File: config.mk
export PLATFORM = sky130hd
export DESIGN_NAME = jtdd_shared_arb
export DESIGN_NICKNAME = d
export VERILOG_FILES = /design/src/rtl/jtframe_ram.sv /design/src/rtl/jtdd_shared_arb.sv
export SDC_FILE = /design/constraint.sdc
export NUM_CORES = 2
export LEC_CHECK = 0
export CORE_MARGIN = 2
export CORE_UTILIZATION = 40
export DETAILED_ROUTE_END_ITERATION = 10
export GPL_ROUTABILITY_DRIVEN = 0
export PLACE_DENSITY = 0.57
export SETUP_SLACK_MARGIN = 0.15
export SYNTH_ARGS = -nofsm -noshare
export SYNTH_HDL_FRONTEND = slang
export SYNTH_HIERARCHICAL = 1
export SYNTH_SLANG_ARGS = --single-unit
File: constraint.sdc
create_clock -name clk -period 27.1 [get_ports clk]
set_input_delay 6.775 -clock clk [delete_from_list [all_inputs] [get_ports clk]]
set_output_delay 6.775 -clock clk [all_outputs]
set_load 0.02 [all_outputs]
File: src/rtl/jtframe_ram.sv
// Single-port synchronous RAM with clock enable.
// Read data appears one enabled tick after the address is presented.
module jtframe_ram #(
    parameter int aw = 9,
    parameter int dw = 8
) (
    input  logic          clk,
    input  logic          cen,
    input  logic [dw-1:0] data,
    input  logic [aw-1:0] addr,
    input  logic          we,
    output logic [dw-1:0] q
);

    localparam int DEPTH = 1 << aw;

    logic [dw-1:0] mem_r [0:DEPTH-1];

    // Storage write and registered read; a same-tick read returns the old byte
    always_ff @(posedge clk) begin
        if (cen) begin
            if (we) begin
                mem_r[addr] <= data;
            end
            q <= mem_r[addr];
        end
    end

endmodule

File: src/rtl/jtdd_shared_arb.sv
// Arbiter for the 512-byte RAM shared by the main CPU and the 63701 MCU.
// Halts the MCU, gives the CPU one RAM slot, then holds the halt for a few ticks.
module jtdd_shared_arb #(
    parameter int AW      = 9,
    parameter int HALT_TO = 15,
    parameter int HOLD    = 4
) (
    input  logic          clk,
    input  logic          rst,
    input  logic          cen6,
    input  logic          cpu_cs,
    input  logic          cpu_wrn,
    input  logic [AW-1:0] cpu_AB,
    input  logic [7:0]    cpu_dout,
    output logic [7:0]    cpu_din,
    output logic          cpu_wait,
    input  logic          main_haltn,
    output logic          mcu_haltn,
    input  logic          mcu_ba,
    input  logic          mcu_cs,
    input  logic          mcu_wr,
    input  logic [AW-1:0] mcu_AB,
    input  logic [7:0]    mcu_dout,
    output logic [7:0]    mcu_din,
    output logic          to_err
);

    localparam int CNT_MAX = (HALT_TO > HOLD) ? HALT_TO : HOLD;
    localparam int CW      = $clog2(CNT_MAX + 1);

    localparam logic [CW-1:0] CNT_MAX_C = CW'(CNT_MAX);
    localparam logic [CW-1:0] HALT_TO_C = CW'(HALT_TO);
    localparam logic [CW-1:0] HOLD_C    = CW'(HOLD);
    localparam logic [CW-1:0] ONE_C     = CW'(1);

    localparam logic [2:0] ST_IDLE   = 3'd0;
    localparam logic [2:0] ST_HALT   = 3'd1;
    localparam logic [2:0] ST_ACCESS = 3'd2;
    localparam logic [2:0] ST_DONE   = 3'd3;
    localparam logic [2:0] ST_HOLD   = 3'd4;

    logic [2:0]    state_r, state_s;
    logic [CW-1:0] cnt_r, cnt_inc_s, cnt_dec_s;
    logic          served_r, to_err_r;
    logic [7:0]    cpu_din_r;
    logic          new_req_s, arb_haltn_s;
    logic [AW-1:0] ram_addr_s;
    logic [7:0]    ram_data_s, ram_q_s;
    logic          ram_we_s;

    assign new_req_s = cpu_cs & ~served_r;
    assign cnt_inc_s = (cnt_r == CNT_MAX_C) ? cnt_r : cnt_r + ONE_C;
    assign cnt_dec_s = (cnt_r == '0) ? cnt_r : cnt_r - ONE_C;

    assign cpu_wait  = cpu_cs & ~served_r;
    assign mcu_haltn = main_haltn & arb_haltn_s;
    assign mcu_din   = ram_q_s;
    assign cpu_din   = cpu_din_r;
    assign to_err    = to_err_r;

    // State register
    always_ff @(posedge clk) begin
        if (rst) begin
            state_r <= ST_IDLE;
        end else begin
            state_r <= state_s;
        end
    end

    // Next-state decode, advancing only on cen6 ticks
    always_comb begin
        state_s = state_r;
        if (cen6) begin
            case (state_r)
                ST_IDLE:   if (new_req_s) state_s = ST_HALT; else state_s = ST_IDLE;
                ST_HALT:   if (mcu_ba || cnt_inc_s == HALT_TO_C) state_s = ST_ACCESS;
                           else state_s = ST_HALT;
                ST_ACCESS: state_s = ST_DONE;
                ST_DONE:   state_s = ST_HOLD;
                ST_HOLD:   if (new_req_s) state_s = ST_ACCESS;
                           else if (cnt_dec_s == '0) state_s = ST_IDLE;
                           else state_s = ST_HOLD;
                default:   state_s = ST_IDLE;
            endcase
        end else begin
            state_s = state_r;
        end
    end

    // Halt request and RAM port ownership; the MCU never writes while the CPU owns the port
    always_comb begin
        arb_haltn_s = 1'b1;
        ram_addr_s  = mcu_AB;
        ram_data_s  = mcu_dout;
        ram_we_s    = mcu_wr & mcu_cs & ~mcu_ba;
        case (state_r)
            ST_IDLE:   arb_haltn_s = 1'b1;
            ST_ACCESS: begin
                arb_haltn_s = 1'b0;
                ram_addr_s  = cpu_AB;
                ram_data_s  = cpu_dout;
                ram_we_s    = ~cpu_wrn;
            end
            ST_HALT, ST_DONE, ST_HOLD: arb_haltn_s = 1'b0;
            default:   arb_haltn_s = 1'b1;
        endcase
    end

    // Timeout/hold counter, served flag, sticky timeout flag and CPU read latch
    always_ff @(posedge clk) begin
        if (rst) begin
            cnt_r     <= '0;
            served_r  <= 1'b0;
            to_err_r  <= 1'b0;
            cpu_din_r <= 8'h00;
        end else begin
            if (!cpu_cs) begin
                served_r <= 1'b0;
            end
            if (cen6) begin
                case (state_r)
                    ST_IDLE: if (new_req_s) cnt_r <= '0;
                    ST_HALT: begin
                        if (!mcu_ba) begin
                            cnt_r <= cnt_inc_s;
                            if (cnt_inc_s == HALT_TO_C) to_err_r <= 1'b1;
                        end
                    end
                    ST_DONE: begin
                        cpu_din_r <= ram_q_s;
                        served_r  <= 1'b1;
                        cnt_r     <= HOLD_C;
                    end
                    ST_HOLD: if (!new_req_s) cnt_r <= cnt_dec_s;
                    default: ;
                endcase
            end
        end
    end

    jtframe_ram #(.aw(AW), .dw(8)) u_ram (
        .clk  (clk),
        .cen  (cen6),
        .data (ram_data_s),
        .addr (ram_addr_s),
        .we   (ram_we_s),
        .q    (ram_q_s)
    );

endmodule
---- After elaboration in Yosys (flattened, before gate mapping) ----
Memories as Yosys holds them, arrays and structs flattened. A register that Yosys moved wholly into a read port is not among the register bits.
Cells that the tools add are included.
cells by class
  $add $sub $neg .......................... 2
  multipliers ............................. 0
  div/mod/pow operators ................... 0
  magnitude comparators ................... 0
  eq/ne operators ......................... 9
  shift operators ......................... 0
  muxes and demuxes ....................... 21
  bitwise gates (word level) .............. 7
  reductions and logical operators ........ 9
operator list
  cell                                              count
  two-way mux 4 bit                                 5
  one-hot mux 4 bit (4 select lines)                1
  one-hot mux 3 bit (5 select lines)                1
  two-way mux 1 bit                                 9
  two-way mux 9 bit                                 1
  == test 4 bit, second input constant              2
  logical NOT 4 bit                                 2
  two-way mux 8 bit                                 1
  == test 3 x 2 -> 1 bit, second input constant     2
  two-way mux 3 bit                                 2
  != test 2 bit, second input constant              3
  AND reduction 5 bit                               1
  adder 4 x 1 -> 4 bit, second input constant       1
  AND 1 bit                                         4
  AND reduction 4 bit                               1
  nonzero test 4 bit                                1
  OR reduction 4 bit                                1
  subtractor 4 x 1 -> 4 bit, second input constant  1
  == test 3 x 1 -> 1 bit, second input constant     1
  == test 3 bit, second input constant              1
  logical NOT 3 bit                                 1
  NOT 1 bit                                         3
  two-way mux 2 bit                                 1
  AND reduction 2 bit                               1
  logical OR 1 bit                                  1
word-level totals
  flip-flop bits (word level) ............. 17
  bits in latches ......................... 0
  memory bits (writable) .................. 4096
  bits in read-only memories .............. 0
  bits of input ports ..................... 43
  output and inout port bits .............. 19
  memories kept ........................... 1
memories
  memory       words  width  rd ports  clocked after memory_dff  wr ports  line               source
  u_ram.mem_r  512    8      1         1                         1         jtframe_ram.sv:17  logic [dw-1:0] mem_r [0:DEPTH-1];

---- Depth between registers and ports, before layout ----
  depth after elaboration ................. 6
  depth in mapped cells ................... 18
  gate-level depth less buffers ........... 10

---- Hierarchy ----
The synthesis kept the hierarchy.
by module, submodules not included
  module           instances  cells an instance  area each (um^2)  seq. area each (um^2)
  jtframe_ram      1          7562               158933.7          123238.2
  jtdd_shared_arb  1          158                1310.0            340.3

---- Worst setup path after synthesis ----
No wires, ideal clock.
  path kind ............................... input to register
  from .................................... input port cpu_dout[6]
  to ...................................... memory u_ram.mem_r[0][6] (data pin)
  arrival ................................. 12.678 ns
  slack ................................... 13.004 ns
  stages .................................. 1
  path buffers ............................ 0
  cells stage by stage .................... mux2_1
between the ends
  word-level cells in the longest chain between the ends .. 1
ends and longest elaborated chain
  element             line                   source
  start: declaration  jtdd_shared_arb.sv:14  input logic [7:0] cpu_dout,
  two-way mux 8 bit   jtdd_shared_arb.sv:96  case (state_r)
  end: declaration    jtframe_ram.sv:17
No other way between the ends.

---- Worst setup path after layout ----
  from .................................... input port cpu_cs
  to ...................................... output port cpu_wait
between the ends
  word-level cells in the longest chain between the ends .. 1
ends and longest elaborated chain
  element             line                   source
  start: declaration  jtdd_shared_arb.sv:11  input logic cpu_cs,
  AND 1 bit           jtdd_shared_arb.sv:55  assign cpu_wait = cpu_cs & ~served_r;
  end: declaration    jtdd_shared_arb.sv:16  output logic cpu_wait,
No other way between the ends.

==> results.json <==
{
  "status": "completed",
  "worst_pin_slew_ns": 1.37,
  "setup_tns_ns": 0,
  "cts.reportedPaths.clkPinSlew_ns": 0.06,
  "design.core.area_sq_um": 399000,
  "track_usage_pct": 21.1,
  "design.die.area_sq_um": 406000,
  "cts.repair.resized": 0,
  "power_frac_comb_pct": 5.6,
  "p_per_area_nw_per_um2": 74.7,
  "number_of_global_route_vias_before_repair": 79600,
  "timing_worst_setup_path_type": "in -> out",
  "tritoncts_clock_tree": "done",
  "worst_hold_path_startpoint": "cpu_din[5]",
  "slew_headroom_pct": 8.00,
  "max-cap-violations": 0,
  "skew_ns": 0.110,
  "synth_enable_flop_cells": 4104,
  "finalPower_mw": 13.5,
  "p_clk_share_pct": 42.0,
  "power.internal_mw": 10.5,
  "syn_inst": 7720,
  "remaining_drc_errors": 0,
  "maxSlewViolCount": 0,
  "detailedPlacementHpwl_mm": 263,
  "slowest_stage": "sky130_fd_sc_hd__clkdlybuf4s50_1",
  "worst_ir_drop_vdd_uv": 55.1,
  "wire_per_inst_um": 32.4,
  "timing.final.crit_period_ns": 15.03,
  "io_pins": 62,
  "overflow": 0,
  "via_per_inst": 5.94,
  "hold_buffers": 0,
  "number_of_vias_in_the_routed_layout": 80300,
  "r2r_cells": 15,
  "post-synth-top-count-cell": "sky130_fd_sc_hd__edfxtp_1",
  "root_buffer": "sky130_fd_sc_hd__clkbuf_16",
  "timing.critical_path.from_type": "input pin",
  "switching_share_pct": 21.9,
  "initial_core_util_pct": 40.1,
  "cp.depth": 4,
  "setup-violations-final": 0,
  "placement_rows": 232,
  "syn_area_per_cell_sq_um": 20.8,
  "yosysTopAreaCell": "sky130_fd_sc_hd__edfxtp_1",
  "seqPwrFrac_pct": 52.4,
  "firstDrtPassIters": 5,
  "final_hold_viol_count": 0,
  "synthDominantCellAreaShare_pct": 76.9,
  "drt.antenna.violating_nets": 0,
  "cp_common_cell": "sky130_fd_sc_hd__clkdlybuf4s50_1",
  "syn_to_final_growth_pct": 12.6,
  "floorplan.die.height_um": 637,
  "critical_path.n_buffers_inverters": 3,
  "fmax_ghz": 0.0665,
  "dieWidth_um": 637,
  "grt_start_max_net_pins": 221,
  "port_buffers": 61,
  "switchingPower_mw": 2.95,
  "setup.reg_to_reg.worst_slack_ns": 17.81,
  "arrival_time_reported_for_the_critical_path_endpoint_ns": 8.26,
  "timing.critical_path.max_delay_family": "buffers and inverters",
  "number_of_antenna_violations_at_the_first_check_in_global_routing": 22,
  "tritoncts_num_sinks": 4121,
  "critical_path.reg2reg.startpoint": "state_r[1]",
  "grt_first_pass_wirelength_mm": 613,
  "whs_endpoint": "cpu_din[5]",
  "cts_buffers": 419,
  "min_path_type": "reg -> reg",
  "synth_top_cells_by_area": "sky130_fd_sc_hd__edfxtp_1, sky130_fd_sc_hd__mux4_2, sky130_fd_sc_hd__mux2i_1, sky130_fd_sc_hd__nor2_1, sky130_fd_sc_hd__o22ai_1",
  "sort_of_element_at_the_end_of_the_critical_path": "primary output",
  "setup_repair_after_global_routing_missed_its_margin": "false",
  "power_leakage_nw": 56.1,
  "netlist_area_sq_um": 160000,
  "clk_latency_ns": 1.03,
  "cp_cell_sequence": "clkdlybuf4s50_1 -> nand2b_1 -> inv_1 -> clkdlybuf4s50_1",
  "timing.critical_path.slowest_cell_delay_ns": 0.63,
  "async_set_reset_flop_share_out_of_synthesis_pct": 0,
  "worst_hold_path.num_cells": 2,
  "timing.rr.end": "u_ram/q[4]",
  "leading_register_cell_type_out_of_synthesis": "sky130_fd_sc_hd__edfxtp_1",
  "synth.distinct_cells": 78,
  "route.final.wire_length_mm": 437,
  "drive_above_1_share_pct": 20.7,
  "nNetsFinal": 7933,
  "detailedRoute.firstIterationViolations": 10100,
  "htree_levels": 5,
  "timing.critical_path.required_ns": 20.32,
  "yosysSeqAreaShare_pct": 77.1,
  "cts_setup_buffers": 0,
  "ys_ff_latch": 4121,
  "worstPathMaxFanout": 5,
  "clockBufferDepth": 4,
  "number_of_warnings_issued_by_yosys": 6,
  "finalCritPeriodShare_pct": 55.5,
  "synth_fp_nets": 7765,
  "ys_top_cells_by_count": "sky130_fd_sc_hd__edfxtp_1, sky130_fd_sc_hd__mux4_2, sky130_fd_sc_hd__nor2_1"
}
-- per-layer routing --
layer	GRT usage, %	share of wire, %	vias to the layer above
met4	6.66	3.5	2
met3	3.45	8.2	600
met2	33.6	47	3725
met1	29.9	41	43400
met5	0	0.0041	-
li1	-	-	32500
-- final cells by class --
| cell class | instances | area [sq um] |
|---|---|---|
| fillers | 33200 | 219000 |
| flip-flops and latches | 4121 | 124000 |
| multi-input cells | 3097 | 34600 |
| clock buffers | 513 | 10900 |
| well taps | 5265 | 6590 |
| clock inverters | 252 | 2500 |
| repair buffers | 237 | 2050 |
| inverters | 12 | 57.6 |
| diodes | 8 | 20.0 |
-- worst max path at each step --
stage / slack (ns) / startpoint / end
final: 12.07 / cpu_cs / cpu_wait
after detailed placement: 12.08 / cpu_cs / cpu_wait
after global placement: 12.05 / cpu_cs / cpu_wait
after global routing: 11.98 / cpu_cs / cpu_wait
after CTS: 12.06 / cpu_cs / cpu_wait
after floorplan: 13.00 / cpu_dout[6] / u_ram/mem_r[0][6]
-- cell families after synthesis --
| kind of cell | count (synthesis) | synth area share [%] |
|---|---|---|
| simple gates | 993 | 2.76 |
| flops | 4121 | 77.1 |
| compound gates | 680 | 2.93 |
| fa+ha+maj | 2 | 0.0156 |
| buf+inv | 502 | 1.53 |
| mux | 1421 | 15.6 |
| xor+xnor | 1 | 0.00547 |
-- sequential cells by signal, indices dropped and copies added (netlist names) --
register,cells
to_err,1
state_r,3
u_ram/mem_r,4096
u_ram/q,8
served_r,1
cpu_din,8
cnt_r,4
-- power groups by stage --
stage | combinational, mW | sequential [mW] | clock (mW)
after global routing | 0.790 | 7.05 | 6.01
after CTS | 0.760 | 7.05 | 5.76
after global placement | 0.747 | 7.19 | 0
final | 0.757 | 7.06 | 5.66
after floorplan | 0.449 | 7.21 | 0
after detailed placement | 0.759 | 7.19 | 0
-- cells in the final DEF (no fill, tap or decap), types with 9 or more instances in the layout --
cell type                         synthesis  routed
sky130_fd_sc_hd__edfxtp_1              4104    4104
sky130_fd_sc_hd__mux4_2                 862     862
sky130_fd_sc_hd__nor2_1                 595     588
sky130_fd_sc_hd__mux2i_1                522     522
sky130_fd_sc_hd__clkbuf_16                0     423
sky130_fd_sc_hd__o22ai_1                191     191
sky130_fd_sc_hd__buf_4                   43     165
sky130_fd_sc_hd__a22oi_1                124     124
sky130_fd_sc_hd__nand2_1                121     104
sky130_fd_sc_hd__clkinv_1                 2      97
sky130_fd_sc_hd__clkbuf_1               184      90
sky130_fd_sc_hd__clkinv_2                 0      76
sky130_fd_sc_hd__a21oi_1                 69      69
sky130_fd_sc_hd__o21ai_0                 68      68
sky130_fd_sc_hd__nand3_1                 61      61
sky130_fd_sc_hd__clkdlybuf4s50_1          0      61
sky130_fd_sc_hd__a221oi_1                40      40
sky130_fd_sc_hd__and3_1                  39      39
sky130_fd_sc_hd__bufinv_16                0      38
sky130_fd_sc_hd__a22o_1                  36      36
sky130_fd_sc_hd__nor3_1                  33      31
sky130_fd_sc_hd__a31oi_1                 29      29
sky130_fd_sc_hd__nor4_1                  29      24
sky130_fd_sc_hd__mux2_2                  27      20
sky130_fd_sc_hd__and2_1                  19      18
sky130_fd_sc_hd__o211ai_1                17      17
sky130_fd_sc_hd__nand4_1                 17      17
sky130_fd_sc_hd__dfxtp_1                 17      17
sky130_fd_sc_hd__nand2_4                  0      16
sky130_fd_sc_hd__clkinvlp_4               0      15
sky130_fd_sc_hd__mux2_8                   0      11
sky130_fd_sc_hd__a211oi_1                11      11
sky130_fd_sc_hd__nor2b_1                 15      10
sky130_fd_sc_hd__buf_12                   0      10
sky130_fd_sc_hd__nand3b_1                 9       9
sky130_fd_sc_hd__o21a_1                   9       9
-- worst reg2reg max path: cells and delay by family, from the launching register on --
kind	cells	cell delay (ns)
buffers and inverters	6	4.00
and+or+nand+nor	4	2.83
muxes	2	0.96
DFF	1	0.61
AOI/OAI and AO/OA	3	0.57
-- per-stage QoR --
| stage | util (%) | hold WS (ns) | worst slack, ns | instances | area, sq um |
|---|---|---|---|---|---|
| after floorplan | - | 0.451 | 13.00 | 7720 | 160000 |
| after CTS | 45.2 | 0.467 | 12.06 | 13500 | 180000 |
| final | 45.2 | 0.461 | 12.07 | 13500 | 180000 |
| after global routing | 45.2 | 0.495 | 11.98 | 13500 | 180000 |
| after detailed placement | 41.8 | 0.458 | 12.08 | 12700 | 167000 |
| after global placement | 41.8 | 0.446 | 12.05 | 12700 | 167000 |
Power figures use the tool's default switching activity.
